**src/rtl/cpu_ctrl_pkg.sv**
```systemverilog
// Shared encodings for the multi-cycle MIPS control unit.
// The MULDIV state only exists when MULDIV_EN is defined.
package cpu_ctrl_pkg;

  localparam logic [5:0] OpRType = 6'b000000;
  localparam logic [5:0] OpJ     = 6'b000010;
  localparam logic [5:0] OpJal   = 6'b000011;
  localparam logic [5:0] OpBeq   = 6'b000100;
  localparam logic [5:0] OpBne   = 6'b000101;
  localparam logic [5:0] OpAddi  = 6'b001000;
  localparam logic [5:0] OpAddiu = 6'b001001;
  localparam logic [5:0] OpAndi  = 6'b001100;
  localparam logic [5:0] OpOri   = 6'b001101;
  localparam logic [5:0] OpLui   = 6'b001111;
  localparam logic [5:0] OpLw    = 6'b100011;
  localparam logic [5:0] OpSw    = 6'b101011;

  localparam logic [5:0] FnSll     = 6'b000000;
  localparam logic [5:0] FnSrl     = 6'b000010;
  localparam logic [5:0] FnJr      = 6'b001000;
  localparam logic [5:0] FnSyscall = 6'b001100;
  localparam logic [5:0] FnMult    = 6'b011000;
  localparam logic [5:0] FnDiv     = 6'b011010;
  localparam logic [5:0] FnAdd     = 6'b100000;
  localparam logic [5:0] FnAddu    = 6'b100001;
  localparam logic [5:0] FnSub     = 6'b100010;
  localparam logic [5:0] FnAnd     = 6'b100100;
  localparam logic [5:0] FnOr      = 6'b100101;
  localparam logic [5:0] FnSlt     = 6'b101010;

  typedef enum logic [3:0] {
    AluAdd = 4'd0,
    AluSub = 4'd1,
    AluAnd = 4'd2,
    AluOr  = 4'd3,
    AluSlt = 4'd4,
    AluSll = 4'd5,
    AluSrl = 4'd6,
    AluLui = 4'd7,
    AluMul = 4'd8,
    AluDiv = 4'd9
  } alu_op_e;

  typedef enum logic [2:0] {
    StIdle   = 3'd0,
    StFetch  = 3'd1,
    StDecode = 3'd2,
    StExec   = 3'd3,
`ifdef MULDIV_EN
    StMulDiv = 3'd4,
`endif
    StMem    = 3'd5,
    StWb     = 3'd6,
    StHalt   = 3'd7
  } state_e;

  typedef enum logic [1:0] {
    PcPlus4  = 2'b00,
    PcBranch = 2'b01,
    PcJump   = 2'b10,
    PcReg    = 2'b11
  } pc_src_e;

endpackage

```
**src/rtl/alu_op_decoder.sv**
```systemverilog
// Combinational opcode/func to ALU operation map with a supported flag.
// MULT/DIV decode only when MULDIV_EN is defined.
module alu_op_decoder
  import cpu_ctrl_pkg::*;
(
  input  logic [5:0] opcode_i,
  input  logic [5:0] func_i,
  output alu_op_e    alu_op_o,
  output logic       supported_o
);

  always_comb begin
    alu_op_o    = AluAdd;
    supported_o = 1'b1;
    if (opcode_i == OpRType) begin
      case (func_i)
        FnAdd, FnAddu, FnJr, FnSyscall: alu_op_o = AluAdd;
        FnSub:                          alu_op_o = AluSub;
        FnAnd:                          alu_op_o = AluAnd;
        FnOr:                           alu_op_o = AluOr;
        FnSlt:                          alu_op_o = AluSlt;
        FnSll:                          alu_op_o = AluSll;
        FnSrl:                          alu_op_o = AluSrl;
`ifdef MULDIV_EN
        FnMult:                         alu_op_o = AluMul;
        FnDiv:                          alu_op_o = AluDiv;
`endif
        default:                        supported_o = 1'b0;
      endcase
    end else begin
      case (opcode_i)
        OpAddi, OpAddiu, OpLw, OpSw, OpJ, OpJal: alu_op_o = AluAdd;
        OpBeq, OpBne:                            alu_op_o = AluSub;
        OpAndi:                                  alu_op_o = AluAnd;
        OpOri:                                   alu_op_o = AluOr;
        OpLui:                                   alu_op_o = AluLui;
        default:                                 supported_o = 1'b0;
      endcase
    end
  end

endmodule

```
**src/rtl/multicycle_control.sv**
```systemverilog
// Multi-cycle MIPS control FSM with memory handshake, timeout and sticky halt.
// Define MULDIV_EN to add the MULT/DIV occupancy state (MULDIV_CYCLES).
module multicycle_control
  import cpu_ctrl_pkg::*;
#(
  parameter int unsigned MEM_TIMEOUT   = 16
`ifdef MULDIV_EN
  ,
  parameter int unsigned MULDIV_CYCLES = 8
`endif
) (
  input  logic       clk_i,
  input  logic       rst_b_i,
  input  logic [5:0] opcode_i,
  input  logic [5:0] func_i,
  input  logic       zero_i,
  input  logic       mem_ready_i,
  output logic       mem_req_o,
  output logic       mem_write_o,
  output logic       ir_write_o,
  output logic       pc_write_o,
  output logic [1:0] pc_src_o,
  output logic       alu_src_o,
  output logic       reg_dest_o,
  output logic       link_o,
  output logic       mem_or_reg_o,
  output logic       reg_write_enable_o,
  output logic       does_shift_amount_need_o,
  output logic [3:0] alu_operation_o,
  output logic       halted_o,
  output logic       illegal_op_o,
  output logic       mem_fault_o
);

  localparam int unsigned TW = (MEM_TIMEOUT > 1) ? $clog2(MEM_TIMEOUT) : 1;

  state_e        state_q, state_d;
  logic [5:0]    op_q, op_d, fn_q, fn_d;
  alu_op_e       alu_op_q, alu_op_d;
  logic [TW-1:0] to_cnt_q, to_cnt_d;
  logic          halted_q, halted_d, illegal_q, illegal_d, fault_q, fault_d;

  alu_op_e dec_alu_op;
  logic    dec_supported;
  alu_op_e alu_op;
  pc_src_e pc_src;
  logic    timeout_hit;
  logic    is_r, is_lw, is_sw, is_branch, is_jr, use_imm;

  // Decoded from the live inputs but only consumed in DECODE, then latched.
  alu_op_decoder u_alu_op_decoder (
    .opcode_i    (opcode_i),
    .func_i      (func_i),
    .alu_op_o    (dec_alu_op),
    .supported_o (dec_supported)
  );

  assign is_r      = (op_q == OpRType);
  assign is_lw     = (op_q == OpLw);
  assign is_sw     = (op_q == OpSw);
  assign is_branch = (op_q == OpBeq) || (op_q == OpBne);
  assign is_jr     = is_r && (fn_q == FnJr);
  assign use_imm   = (op_q == OpAddi) || (op_q == OpAddiu) || (op_q == OpAndi) ||
                     (op_q == OpOri) || (op_q == OpLui) || is_lw || is_sw;

  // The waiting cycle that sees mem_ready still completes normally.
  assign timeout_hit = (MEM_TIMEOUT != 0) && (to_cnt_q == TW'(MEM_TIMEOUT - 1));

`ifdef MULDIV_EN
  localparam int unsigned MW = (MULDIV_CYCLES > 1) ? $clog2(MULDIV_CYCLES) : 1;

  logic [MW-1:0] md_cnt_q, md_cnt_d;
  logic          md_last;

  assign md_last = (md_cnt_q == MW'(MULDIV_CYCLES - 1));

  always_comb begin
    md_cnt_d = md_cnt_q;
    if (state_q == StMulDiv) md_cnt_d = md_last ? '0 : md_cnt_q + MW'(1);
  end

  always_ff @(posedge clk_i or negedge rst_b_i) begin
    if (!rst_b_i) md_cnt_q <= '0;
    else          md_cnt_q <= md_cnt_d;
  end
`endif

  always_comb begin
    state_d                  = state_q;
    op_d                     = op_q;
    fn_d                     = fn_q;
    alu_op_d                 = alu_op_q;
    illegal_d                = illegal_q;
    fault_d                  = fault_q;
    mem_req_o                = 1'b0;
    mem_write_o              = 1'b0;
    ir_write_o               = 1'b0;
    pc_write_o               = 1'b0;
    pc_src                   = PcPlus4;
    alu_src_o                = 1'b0;
    reg_dest_o               = 1'b0;
    link_o                   = 1'b0;
    mem_or_reg_o             = 1'b0;
    reg_write_enable_o       = 1'b0;
    does_shift_amount_need_o = 1'b0;
    alu_op                   = AluAdd;

    case (state_q)
      StIdle: state_d = StFetch;
      StFetch: begin
        mem_req_o = 1'b1;
        if (mem_ready_i) begin
          ir_write_o = 1'b1;
          pc_write_o = 1'b1;
          state_d    = StDecode;
        end else if (timeout_hit) begin
          fault_d = 1'b1;
          state_d = StHalt;
        end
      end
      StDecode: begin
        op_d     = opcode_i;
        fn_d     = func_i;
        alu_op_d = dec_alu_op;
        if (!dec_supported) begin
          illegal_d = 1'b1;
          state_d   = StHalt;
        end else if (opcode_i == OpRType && func_i == FnSyscall) begin
          state_d = StHalt;
        end else begin
          state_d = StExec;
        end
      end
      StExec: begin
        alu_op                   = alu_op_q;
        alu_src_o                = use_imm;
        does_shift_amount_need_o = is_r && (fn_q == FnSll || fn_q == FnSrl);
        if (is_branch) begin
          pc_write_o = (op_q == OpBeq) ? zero_i : !zero_i;
          pc_src     = PcBranch;
          state_d    = StFetch;
        end else if (op_q == OpJ) begin
          pc_write_o = 1'b1;
          pc_src     = PcJump;
          state_d    = StFetch;
        end else if (op_q == OpJal) begin
          pc_write_o = 1'b1;
          pc_src     = PcJump;
          state_d    = StWb;
        end else if (is_jr) begin
          pc_write_o = 1'b1;
          pc_src     = PcReg;
          state_d    = StFetch;
        end else if (is_lw || is_sw) begin
          state_d = StMem;
`ifdef MULDIV_EN
        end else if (is_r && (fn_q == FnMult || fn_q == FnDiv)) begin
          state_d = StMulDiv;
`endif
        end else begin
          state_d = StWb;
        end
      end
`ifdef MULDIV_EN
      StMulDiv: begin
        alu_op = alu_op_q;
        if (md_last) state_d = StWb;
      end
`endif
      StMem: begin
        mem_req_o   = 1'b1;
        mem_write_o = is_sw;
        if (mem_ready_i) begin
          state_d = is_lw ? StWb : StFetch;
        end else if (timeout_hit) begin
          fault_d = 1'b1;
          state_d = StHalt;
        end
      end
      StWb: begin
        reg_write_enable_o = 1'b1;
        mem_or_reg_o       = is_lw;
        reg_dest_o         = is_r;
        link_o             = (op_q == OpJal);
        state_d            = StFetch;
      end
      StHalt: state_d = StHalt;
      default: state_d = StHalt;
    endcase

    halted_d = halted_q | (state_d == StHalt);
  end

  // Counter restarts on every state change, so it only counts waits in FETCH/MEM.
  always_comb begin
    to_cnt_d = to_cnt_q;
    if (state_d != state_q) begin
      to_cnt_d = '0;
    end else if (state_q == StFetch || state_q == StMem) begin
      to_cnt_d = to_cnt_q + TW'(1);
    end
  end

  always_ff @(posedge clk_i or negedge rst_b_i) begin
    if (!rst_b_i) begin
      state_q   <= StIdle;
      op_q      <= '0;
      fn_q      <= '0;
      alu_op_q  <= AluAdd;
      to_cnt_q  <= '0;
      halted_q  <= 1'b0;
      illegal_q <= 1'b0;
      fault_q   <= 1'b0;
    end else begin
      state_q   <= state_d;
      op_q      <= op_d;
      fn_q      <= fn_d;
      alu_op_q  <= alu_op_d;
      to_cnt_q  <= to_cnt_d;
      halted_q  <= halted_d;
      illegal_q <= illegal_d;
      fault_q   <= fault_d;
    end
  end

  assign pc_src_o        = pc_src;
  assign alu_operation_o = alu_op;
  assign halted_o        = halted_q;
  assign illegal_op_o    = illegal_q;
  assign mem_fault_o     = fault_q;

endmodule
```
**config.mk**
```make
export PLATFORM = sky130hd
export DESIGN_NAME = multicycle_control
export DESIGN_NICKNAME = d
export VERILOG_FILES = /design/src/rtl/cpu_ctrl_pkg.sv /design/src/rtl/alu_op_decoder.sv /design/src/rtl/multicycle_control.sv
export SDC_FILE = /design/constraint.sdc
export NUM_CORES = 1
export LEC_CHECK = 0
export BUFFER_PORTS_ARGS = -buffer_cell sky130_fd_sc_hd__buf_2
export CAP_MARGIN = 10
export CORE_MARGIN = 2
export CORE_UTILIZATION = 27
export DETAILED_ROUTE_END_ITERATION = 10
export SLEW_MARGIN = 25
export SYNTH_ARGS = -nofsm -noshare
export SYNTH_HDL_FRONTEND = slang
export SYNTH_SLANG_ARGS = --single-unit
export TNS_END_PERCENT = 1
```
**constraint.sdc**
```tcl
create_clock -name clk_i -period 1.95 [get_ports clk_i]
set_clock_uncertainty 0.1 [all_clocks]
set_input_delay 0.195 -clock clk_i [delete_from_list [all_inputs] [get_ports clk_i]]
set_output_delay 0.195 -clock clk_i [all_outputs]
set_load 0.1 [all_outputs]
```
==> reports/metrics.csv <==
metric,value,unit
die_y,79.4,um
finalMaxSlewViolations,0,
root_buffer,clkbuf_8,
whs,0.0747,ns
syn_nets,187,
drc,0,
core_area,5510,um^2
synth_edf_count,0,
whs_path_depth,2,
gr-usage-all-layers,13.7,%
place_area,2230,um^2
r2r_slack,0.03,ns
hold_class,primary input to flip-flop,
rows,27,
max_stage_delay,0.40,ns
cp.required,1.65,ns
clock_path_buffers,2,
ys_ff_latch,25,
gp_congestion,0.849,
relSlewSlack,62.5,%
reg2reg_from,state_q[1]$_DFF_PN0_,
grt_pass1_vias,1414,
final_common_cell,dfrtp_1,
path_class,flip-flop to output port,
min_period,2.12,ns
clock_sinks,25,
drt-total-wl,3840,um
drtIter0Drc,61,
p_leak,0.985,nW
status,finished with violations,
arrival,1.82,ns
r2r_end,halted_o$_DFF_PN0_,
antenna_found_initial,0,
finalCritPeriodShare,109,%
cts_tree,yes,
ys_types,48,
synthFlopType,dfrtp_1,
clk_pin_slew,0.10,ns
hold_viol_final,0,
p_per_area,430,nW/um^2
vias,1439,
cap_violations,0,
numCtsBuffers,3,
violations,setup timing,
worst-path-max-fanout,3,
synth_async_sr_flop_share,100,%
grt_start_max_net_pins,26,
ios,35,
yosys_warnings,0,
syn_avg_cell_area,9.04,um^2
syn-cell-area,1540,um^2
die-area,6310,um^2
min_from,func_i[4],
fp.dieW,79.4,um
critPathLaunchType,flip-flop,
crit_chain,"nor4_2, buf_4, nand4_1, buf_6, a211oi_4, buf_12",
final_area,2330,um^2
synthCells,170,
clk_latency,0.28,ns
max_slew.worst_pin.slew,0.563,ns
grt-ovfl-total,0,
setup_slack,-0.168,ns
max_freq,0.472,GHz
layout_common_cells,"dfrtp_1, nand2_1, buf_2",
grt_pass1_wl,6850,um
port_buffers,33,
drive_gt1_share,45.0,%
htree_levels,1,
dr.pass1.iters,4,
place.detailed.hpwl,3060,um
antennaDiodeCount,0,
rsz0062_at_grt,true,
reg2reg_depth,6,
min_to,fn_q[4]$_DFFE_PN0P_,
ir_drop,0.000264,V
ys_seq_area_share,40.7,%
avgViaCountPerCell,4.93,
final_nets,238,
routedWlPerCell,13.1,um
area_growth,51.5,%
initial_core_util,27.9,%
setup_viol,7,
cp_slowest_cell,dfrtp_1,
drtAntennaViolNets,0,
crit_path_end_kind,output port,
==> worst max-delay path: cells and delay by family, from the launching register on <==
kind,cells,cell delay (ns)
AND/OR/NAND/NOR,2,0.39
flip-flops,1,0.40
AO/OA/AOI/OAI,1,0.23
buffers and inverters,3,0.52
==> kinds of logic (layout without fill, tap and decap cells) <==
group | Yosys count | after routing | synth area share, %
xor gates and xnor gates | 4 | 4 | 2.28
other | 1 | 1 | 0.244
muxes | 12 | 12 | 8.71
adders and majority gates | 1 | 1 | 0.814
buffers and inverters | 16 | 66 | 4.15
and+or+nand+nor | 76 | 76 | 27.1
DFF | 25 | 25 | 40.7
AOI/OAI and AO/OA | 35 | 35 | 16.0
==> Yosys cell counts, drive strengths merged, types with 4 or more instances <==
library cell,count,area share (%)
nand2,22,5.4
a21oi,4,1.3
mux2,11,8.1
or3,6,2.4
nand3,4,1.6
inv,6,1.5
o21ai,9,2.9
nor2,12,2.9
clkbuf,8,2.0
dfrtp,25,41
nand2b,4,1.6
nor3,5,1.6
==> final cells by class <==
cell class / instances / area (um^2)
Clock buffer: 3 / 41.3
Clock inverter: 1 / 7.51
Fill cell: 532 / 3180
Inverter: 7 / 27.5
Multi-Input combinational cell: 129 / 980
Sequential cell: 25 / 628
Tap cell: 72 / 90.1
Timing Repair Buffer: 55 / 554
==> flip-flops by register name (all words and copies together) (netlist names) <==
signal / flops
fn_q: 6
op_q: 6
to_cnt_q: 4
alu_op_q: 3
state_q: 3
halted_o: 1
illegal_op_o: 1
mem_fault_o: 1
==> where the power goes <==
group	internal, mW	total, mW	switching, mW
clock network	0.145	0.319	0.174
logic	0.0562	0.137	0.0813
registers	0.531	0.545	0.0140
==> repair_timing <==
action	4_1_cts	5_1_grt
setup buffers	0	0
gates cloned	0	0
endpoints found under the hold margin	25	0
pin swaps	6	4
hold buffers	1	0
setup endpoints to repair	8	10
resized for setup	5	7
==> worst max path at each step <==
stage,end,startpoint,depth (start not counted)
floorplan,does_shift_amount_need_o,state_q[2]$_DFF_PN0_,5
global placement,halted_o$_DFF_PN0_,opcode_i[0],6
detailed placement,alu_op_q[0]$_DFFE_PN0P_,opcode_i[0],7
CTS,pc_src_o[0],fn_q[4]$_DFFE_PN0P_,6
global route,pc_src_o[0],fn_q[0]$_DFFE_PN0P_,6
finish,pc_src_o[0],fn_q[0]$_DFFE_PN0P_,6
==> through the flow <==
step | total power [mW] | cells | utilization, % | setup WS [ns] | TNS, ns
after global routing | 1.05 | 292 | 42.3 | -0.264 | -1.42
final | 1.00 | 292 | 42.3 | -0.168 | -0.719
after CTS | 1.01 | 292 | 41.9 | -0.212 | -0.927
after floorplan | 0.626 | 170 | - | -0.415 | -1.81
after global placement | 0.685 | 287 | 40.4 | -0.0399 | -0.0541
after detailed placement | 0.688 | 287 | 40.4 | -0.0615 | -0.111
==> layer usage <==
| layer | up-vias | wire length [um] | global-route usage [%] |
|---|---|---|---|
| met5 | - | 0 | 0 |
| met4 | 0 | 89 | 6.55 |
| met3 | 7 | 113 | 2.04 |
| met2 | 34 | 1820 | 20.6 |
| met1 | 680 | 1810 | 19.1 |
| li1 | 718 | - | - |
No activity file was read; power rests on OpenSTA's default activity.
